<file path="config.mk">
export PLATFORM = sky130hd
export DESIGN_NAME = seg7_scan_driver_flat
export DESIGN_NICKNAME = d
export VERILOG_FILES = /design/src/rtl/seg7_pkg.sv /design/src/rtl/seg7_scan_driver_if.sv /design/src/rtl/seg7_hex_decode.sv /design/src/rtl/seg7_scan_driver.sv /design/src/flat_wrapper.sv
export SDC_FILE = /design/constraint.sdc
export NUM_CORES = 1
export LEC_CHECK = 0
export CAP_MARGIN = 20
export CORE_UTILIZATION = 45
export CTS_CLUSTER_SIZE = 24
export DETAILED_ROUTE_END_ITERATION = 10
export PLACE_DENSITY = 0.67
export SYNTH_ARGS = -nofsm -noshare
export SYNTH_HDL_FRONTEND = slang
export SYNTH_SLANG_ARGS = --single-unit
</file>
<file path="constraint.sdc">
create_clock -name clk -period 3.3 [get_ports clk]
set_input_delay 0.99 -clock clk [delete_from_list [all_inputs] [get_ports clk]]
set_output_delay 0.99 -clock clk [all_outputs]
set_load 0.02 [all_outputs]
</file>
<file path="src/rtl/seg7_pkg.sv">
// -----------------------------------------------------------------------------
// seg7_pkg
// Shared constants and helpers for the 7-segment scan driver.
//   SEG_OFF   : active-low pattern with every segment dark
//   SEG_ALL   : active-low pattern with every segment lit (lamp test)
//   HEX_SEG   : hex digit 0..F to active-low segments, bit0=a .. bit6=g
//   cnt_width : ceil(log2(value)), never less than 1, for sizing counters
// -----------------------------------------------------------------------------
package seg7_pkg;

    localparam logic [6:0] SEG_OFF = 7'h7F;
    localparam logic [6:0] SEG_ALL = 7'h00;

    localparam logic [6:0] HEX_SEG [16] = '{
        7'h40, 7'h79, 7'h24, 7'h30, 7'h19, 7'h12, 7'h02, 7'h78,
        7'h00, 7'h10, 7'h08, 7'h03, 7'h46, 7'h21, 7'h06, 7'h0E
    };

    function automatic int cnt_width(input int value);
        int w;
        w = 1;
        while ((1 << w) < value) begin
            w++;
        end
        return w;
    endfunction

endpackage

</file>
<file path="src/rtl/seg7_scan_driver_if.sv">
// -----------------------------------------------------------------------------
// seg7_scan_driver_if
// Bundles the user-side controls and the board-side pin outputs of the
// 7-segment scan driver.
//   load, data, digit_en, enable, seg7all_on, blink : driven by user logic
//   seg, dig_sel, frame_done                        : driven by the driver
// Modports: master = user logic side, slave = the driver.
// -----------------------------------------------------------------------------
interface seg7_scan_driver_if #(
    parameter int NUM_DIGITS = 8
);

    logic                    load;
    logic [4*NUM_DIGITS-1:0] data;
    logic [NUM_DIGITS-1:0]   digit_en;
    logic                    enable;
    logic                    seg7all_on;
    logic                    blink;
    logic [6:0]              seg;
    logic [NUM_DIGITS-1:0]   dig_sel;
    logic                    frame_done;

    modport master (
        output load, data, digit_en, enable, seg7all_on, blink,
        input  seg, dig_sel, frame_done
    );

    modport slave (
        input  load, data, digit_en, enable, seg7all_on, blink,
        output seg, dig_sel, frame_done
    );

endinterface

</file>
<file path="src/rtl/seg7_hex_decode.sv">
// -----------------------------------------------------------------------------
// seg7_hex_decode
// Combinational hex nibble to active-low 7-segment pattern.
//   nibble : 4-bit hex value
//   seg    : segments g..a (bit6..bit0), active-low
// -----------------------------------------------------------------------------
module seg7_hex_decode
    import seg7_pkg::*;
(
    input  logic [3:0] nibble,
    output logic [6:0] seg
);

    assign seg = HEX_SEG[nibble];

endmodule

</file>
<file path="src/rtl/seg7_scan_driver.sv">
// -----------------------------------------------------------------------------
// seg7_scan_driver
// Time-multiplexed N-digit hex 7-segment driver with a double-buffered
// display word. New data is taken into a shadow buffer on load and copied to
// the active buffer only at a frame wrap, so a frame never mixes two words.
//
// Ports:
//   clk  : system clock
//   rst  : synchronous active-high reset
//   bus  : seg7_scan_driver_if.slave
//          load/data     - shadow buffer write strobe and hex nibbles
//          digit_en      - per-digit enable (0 blanks that digit)
//          enable        - global enable (0 blanks the whole display)
//          seg7all_on    - lamp test, all segments lit on the scanned digit
//          blink         - blank enabled digits during alternate blink phases
//          seg           - segments g..a, active-low, registered
//          dig_sel       - one-hot active-low digit select, registered
//          frame_done    - one-cycle pulse after each frame wrap
//
// Build option: define LEADING_ZERO_BLANK_EN to blank leading zero digits
// (digit 0 always shown). Without it zeros are displayed normally.
// -----------------------------------------------------------------------------
module seg7_scan_driver
    import seg7_pkg::*;
#(
    parameter int NUM_DIGITS   = 8,
    parameter int SCAN_DIV     = 50000,
    parameter int BLINK_FRAMES = 64
) (
    input  logic                clk,
    input  logic                rst,
    seg7_scan_driver_if.slave   bus
);

    localparam int PRE_W  = cnt_width(SCAN_DIV);
    localparam int IDX_W  = cnt_width(NUM_DIGITS);
    localparam int FRM_W  = cnt_width(BLINK_FRAMES);
    localparam int DATA_W = 4 * NUM_DIGITS;

    localparam logic [PRE_W-1:0] PRE_LAST = PRE_W'(SCAN_DIV - 1);
    localparam logic [IDX_W-1:0] IDX_LAST = IDX_W'(NUM_DIGITS - 1);
    localparam logic [FRM_W-1:0] FRM_LAST = FRM_W'(BLINK_FRAMES - 1);

    logic [PRE_W-1:0]      prescaler;
    logic [IDX_W-1:0]      scan_idx;
    logic [FRM_W-1:0]      frame_cnt;
    logic                  blink_phase;
    logic [DATA_W-1:0]     shadow;
    logic [DATA_W-1:0]     active;
    logic                  pending;
    logic [6:0]            seg_q;
    logic [NUM_DIGITS-1:0] dig_sel_q;
    logic                  frame_done_q;

    logic                  tick;
    logic                  wrap;
    logic [3:0]            nib [NUM_DIGITS];
    logic [3:0]            cur_nib;
    logic [6:0]            dec_seg;
    logic                  lz_blank;
    logic [6:0]            seg_d;
    logic [NUM_DIGITS-1:0] dig_sel_d;

    assign tick = (prescaler == PRE_LAST);
    assign wrap = tick && (scan_idx == IDX_LAST);

    for (genvar g = 0; g < NUM_DIGITS; g++) begin : g_nib
        assign nib[g] = active[4*g +: 4];
    end

    assign cur_nib = nib[scan_idx];

    seg7_hex_decode u_dec (
        .nibble (cur_nib),
        .seg    (dec_seg)
    );

`ifdef LEADING_ZERO_BLANK_EN
    // upper_zero[i] is set when nibbles i..NUM_DIGITS-1 are all zero.
    logic [NUM_DIGITS-1:0] upper_zero;

    always_comb begin : p_upper_zero
        logic all_zero;
        all_zero   = 1'b1;
        upper_zero = '0;
        for (int i = NUM_DIGITS - 1; i >= 0; i--) begin
            all_zero      = all_zero && (nib[i] == 4'h0);
            upper_zero[i] = all_zero;
        end
    end

    assign lz_blank = upper_zero[scan_idx] && (scan_idx != '0);
`else
    assign lz_blank = 1'b0;
`endif

    always_comb begin
        seg_d     = SEG_OFF;
        dig_sel_d = '1;
        if (bus.enable) begin
            dig_sel_d = ~(NUM_DIGITS'(1) << scan_idx);
            if (bus.seg7all_on) begin
                seg_d = SEG_ALL;
            end else if (!bus.digit_en[scan_idx] || (bus.blink && blink_phase) || lz_blank) begin
                seg_d = SEG_OFF;
            end else begin
                seg_d = dec_seg;
            end
        end
    end

    always_ff @(posedge clk) begin
        if (rst) begin
            prescaler    <= '0;
            scan_idx     <= '0;
            frame_cnt    <= '0;
            blink_phase  <= 1'b0;
            shadow       <= '0;
            active       <= '0;
            pending      <= 1'b0;
            seg_q        <= SEG_OFF;
            dig_sel_q    <= '1;
            frame_done_q <= 1'b0;
        end else begin
            prescaler <= tick ? '0 : prescaler + 1'b1;

            if (tick) begin
                scan_idx <= (scan_idx == IDX_LAST) ? '0 : scan_idx + 1'b1;
            end

            frame_done_q <= wrap;

            if (wrap) begin
                if (frame_cnt == FRM_LAST) begin
                    frame_cnt   <= '0;
                    blink_phase <= ~blink_phase;
                end else begin
                    frame_cnt <= frame_cnt + 1'b1;
                end
            end

            // A load coinciding with the wrap goes straight to the active
            // buffer so the very next frame already shows it.
            if (bus.load && wrap) begin
                active  <= bus.data;
                shadow  <= bus.data;
                pending <= 1'b0;
            end else if (bus.load) begin
                shadow  <= bus.data;
                pending <= 1'b1;
            end else if (wrap && pending) begin
                active  <= shadow;
                pending <= 1'b0;
            end

            seg_q     <= seg_d;
            dig_sel_q <= dig_sel_d;
        end
    end

    assign bus.seg        = seg_q;
    assign bus.dig_sel    = dig_sel_q;
    assign bus.frame_done = frame_done_q;

endmodule

</file>
<file path="src/flat_wrapper.sv">
// flat-port wrapper written by rule: the top's interface ports become plain ports
module seg7_scan_driver_flat import seg7_pkg::*;
#(
    parameter int NUM_DIGITS   = 8,
    parameter int SCAN_DIV     = 50000,
    parameter int BLINK_FRAMES = 64
)
  (clk, rst, bus_load, bus_data, bus_digit_en, bus_enable, bus_seg7all_on, bus_blink, bus_seg, bus_dig_sel, bus_frame_done);
  seg7_scan_driver_if #(.NUM_DIGITS(NUM_DIGITS)) bus_i ();
  input  logic clk;
  input  logic rst;
  input wire logic [$bits(bus_i.load)-1:0] bus_load;
  input wire logic [$bits(bus_i.data)-1:0] bus_data;
  input wire logic [$bits(bus_i.digit_en)-1:0] bus_digit_en;
  input wire logic [$bits(bus_i.enable)-1:0] bus_enable;
  input wire logic [$bits(bus_i.seg7all_on)-1:0] bus_seg7all_on;
  input wire logic [$bits(bus_i.blink)-1:0] bus_blink;
  output wire logic [$bits(bus_i.seg)-1:0] bus_seg;
  output wire logic [$bits(bus_i.dig_sel)-1:0] bus_dig_sel;
  output wire logic [$bits(bus_i.frame_done)-1:0] bus_frame_done;
  assign bus_i.load = bus_load;
  assign bus_i.data = bus_data;
  assign bus_i.digit_en = bus_digit_en;
  assign bus_i.enable = bus_enable;
  assign bus_i.seg7all_on = bus_seg7all_on;
  assign bus_i.blink = bus_blink;
  assign bus_seg = bus_i.seg;
  assign bus_dig_sel = bus_i.dig_sel;
  assign bus_frame_done = bus_i.frame_done;
  seg7_scan_driver #(.NUM_DIGITS(NUM_DIGITS), .SCAN_DIV(SCAN_DIV), .BLINK_FRAMES(BLINK_FRAMES)) u_core (.clk(clk), .rst(rst), .bus(bus_i));
endmodule
</file>
==> flow_metrics.tcl <==
set metrics [dict create \
    outcome "complete, no violations" \
    cts_sinks 107 \
    num_vias 3599 \
    nNetsFinal 588 \
    ys_warn_count 0 \
    grt_first_pass_wirelength_um 16200 \
    cts_tree "built" \
    period_needed_ns 2.69 \
    yosysSeqAreaShare 0.450 \
    cts_made_buffers 9 \
    reg2reg_slack_ns 0.61 \
    synth_area_leader_cell "dfxtp_1" \
    drv_cap 0 \
    worstSetupPathType "register to register" \
    relSlewSlack 0.408 \
    worst_pin_slew_ns 0.888 \
    tns_ns 0 \
    synth.distinct_cells 51 \
    synth_flop_cell "dfxtp_1" \
    seq_power_share 0.563 \
    p_int_mw 1.84 \
    cp-end-kind "register" \
    grt_pass1_vias 3467 \
    power_density_nw_per_um2 422 \
    rsz0062_at_grt "no" \
    core_area_um2 10300 \
    leakagePower_nw 2.13 \
    firstDrtPassIters 4 \
    crit_end "u_core.bus.seg[5]$_SDFF_PP1_" \
    reg2reg_depth 6 \
    critPathLaunch "u_core.scan_idx[0]$_SDFFE_PP0N_" \
    gp_congestion 0.827 \
    path_clk_slew_ns 0.10 \
    worstReg2RegEnd "u_core.bus.seg[5]$_SDFF_PP1_" \
    postCtsHoldBufs 0 \
    diodes 0 \
    grtUsageTotal 0.184 \
    insertion_delay_ns 0.37 \
    ys_seq_elements 107 \
    postSynthAreaPerCell_um2 9.91 \
    cts_max_path_buffers 2 \
    wl_per_cell_um 14.7 \
    start_util 0.463 \
    postSynth.asyncResetShare 0 \
    hold_viol 0 \
    syn_nets 540 \
    start_kind "register" \
    finalSetupViolations 0 \
    synth-edff-count 0 \
    die_x_um 105 \
    max_freq_mhz 372 \
    swShare 0.227 \
    die_area_um2 11000 \
    crit_arrival_ns 2.94 \
    post_cts_buffers 0 \
    r2r_start "u_core.scan_idx[0]$_SDFFE_PP0N_" \
    crit_path_max_fanout 14 \
    grt_overflow 0 \
    finalPower_mw 2.38 \
    grt_max_degree 69 \
    fin_crit_sh 0.814 \
    io_buffer_count 61 \
    die-height_um 105 \
    dp_hpwl_um 6700 \
    synth_common_cells "dfxtp_1, nor2_1, nand2_1" \
    clock-root-buffer "clkbuf_8" \
    hp-class "register to register" \
    h-tree-depth 3 \
    finalWirelength_um 9800 \
    p_sw_uw 539 \
    antenna_found_initial 0 \
    netlist.area_leader.share 0.450 \
    cp.required_ns 3.55 \
    p_comb_frac 0.073 \
    p_clk_frac 0.364 \
    synth_most_common_cell "dfxtp_1" \
    layout-drive-gt1-share 0.0902 \
    slew_viol_final 0 \
    fin_skew_ns 0.00923 \
    cts_resized 0 \
    syn_area_um2 4760 \
    drtAntennaViolNets 0 \
    drc_errors 0 \
    syn_to_final_growth_pct 18.4 \
    ir_drop_v 0.000255 \
    netlist_top_cells_area "dfxtp_1, mux2i_1, nor2_1" \
    ioPinCount 62 \
    row_count 37 \
    via_per_inst 5.39 \
    syn_inst 480 \
    first_iter_violations 133 \
]
-- sequential cells by signal (all words and copies together), names as in the netlist, 3 cells and up --
register	count
u_core.bus.dig_sel	8
u_core.scan_idx	3
u_core.active	32
u_core.bus.seg	7
u_core.frame_cnt	6
u_core.shadow	32
u_core.prescaler	16
-- worst max-delay path, stage by stage, from the launching register on --
cell and delay, ns:
dfxtp_1 0.65, buf_4 0.25, mux4_1 0.59, mux2i_4 0.40, mux2_2 0.39, a22oi_1 0.18, a21oi_1 0.10
-- kinds of logic after synthesis --
logic type | after synthesis | synth area share
simple gates | 157 | 0.161
mux | 52 | 0.148
xor+xnor | 16 | 0.0295
buf+inv | 45 | 0.0455
compound gates | 89 | 0.129
fa+ha+maj | 14 | 0.0368
flops | 107 | 0.450
-- placed cells by master, fill, tap and decap left out, types with 4 or more instances in the layout --
master             n
a211oi_1           7
a21oi_1           37
and3_1             4
buf_4              8
clkbuf_8           9
clkdlybuf4s50_1   59
dfxtp_1          107
ha_1              14
inv_1             11
mux2_2             4
mux2i_1           36
mux4_1             7
nand2_1           41
nand3_1           14
nor2_1            68
nor3_1             6
o21ai_0            6
o221ai_1          24
xnor2_1            8
xor2_1             8
-- layer usage --
| layer | vias up | share of wire | track usage |
|---|---|---|---|
| met3 | 14 | 0.045 | 0.0318 |
| met4 | 0 | 0.018 | 0.0765 |
| li1 | 1805 | - | - |
| met5 | - | 0 | 0 |
| met2 | 86 | 0.44 | 0.288 |
| met1 | 1694 | 0.50 | 0.251 |
-- how the worst min path moves through the flow --
stage,startpoint,to,slack (ns),cells after the start
finish,u_core.active[10]$_SDFFE_PP0P_,u_core.active[10]$_SDFFE_PP0P_,0.46,2
detailed placement,u_core.active[21]$_SDFFE_PP0P_,u_core.active[21]$_SDFFE_PP0P_,0.44,2
floorplan,u_core.active[21]$_SDFFE_PP0P_,u_core.active[21]$_SDFFE_PP0P_,0.43,2
global route,u_core.active[14]$_SDFFE_PP0P_,u_core.active[14]$_SDFFE_PP0P_,0.48,2
global placement,u_core.active[13]$_SDFFE_PP0P_,u_core.active[13]$_SDFFE_PP0P_,0.43,2
CTS,u_core.active[21]$_SDFFE_PP0P_,u_core.active[21]$_SDFFE_PP0P_,0.46,2
-- power groups by stage --
| stage | Clock (mW) | Combinational (mW) | Sequential, mW |
|---|---|---|---|
| 2_1_floorplan | 0 | 0.0803 | 1.37 |
| 3_3_place_gp | 0 | 0.170 | 1.37 |
| 3_5_place_dp | 0 | 0.174 | 1.37 |
| 4_1_cts | 0.892 | 0.174 | 1.34 |
| 5_1_grt | 0.950 | 0.188 | 1.34 |
| 6_report | 0.866 | 0.172 | 1.34 |
-- metrics by stage --
| step | hold slack (ns) | area [µm²] | std cells | util | setup slack, ns |
|---|---|---|---|---|---|
| after floorplan | 0.427 | 4760 | 480 | - | 0.813 |
| after global placement | 0.434 | 5420 | 653 | 0.527 | 0.691 |
| after detailed placement | 0.443 | 5420 | 653 | 0.527 | 0.639 |
| after CTS | 0.457 | 5630 | 668 | 0.548 | 0.631 |
| after global routing | 0.482 | 5630 | 668 | 0.548 | 0.384 |
| final | 0.459 | 5630 | 668 | 0.548 | 0.615 |
-- final cells by class --
type	count	area [µm²]
clock buffers	9	124
clock inverters	6	90.1
fillers	906	4640
inverters	13	48.8
multi-input cells	328	2400
flip-flops and latches	107	2140
well taps	136	170
repair buffers	69	661
Power figures use the tool's default switching activity.
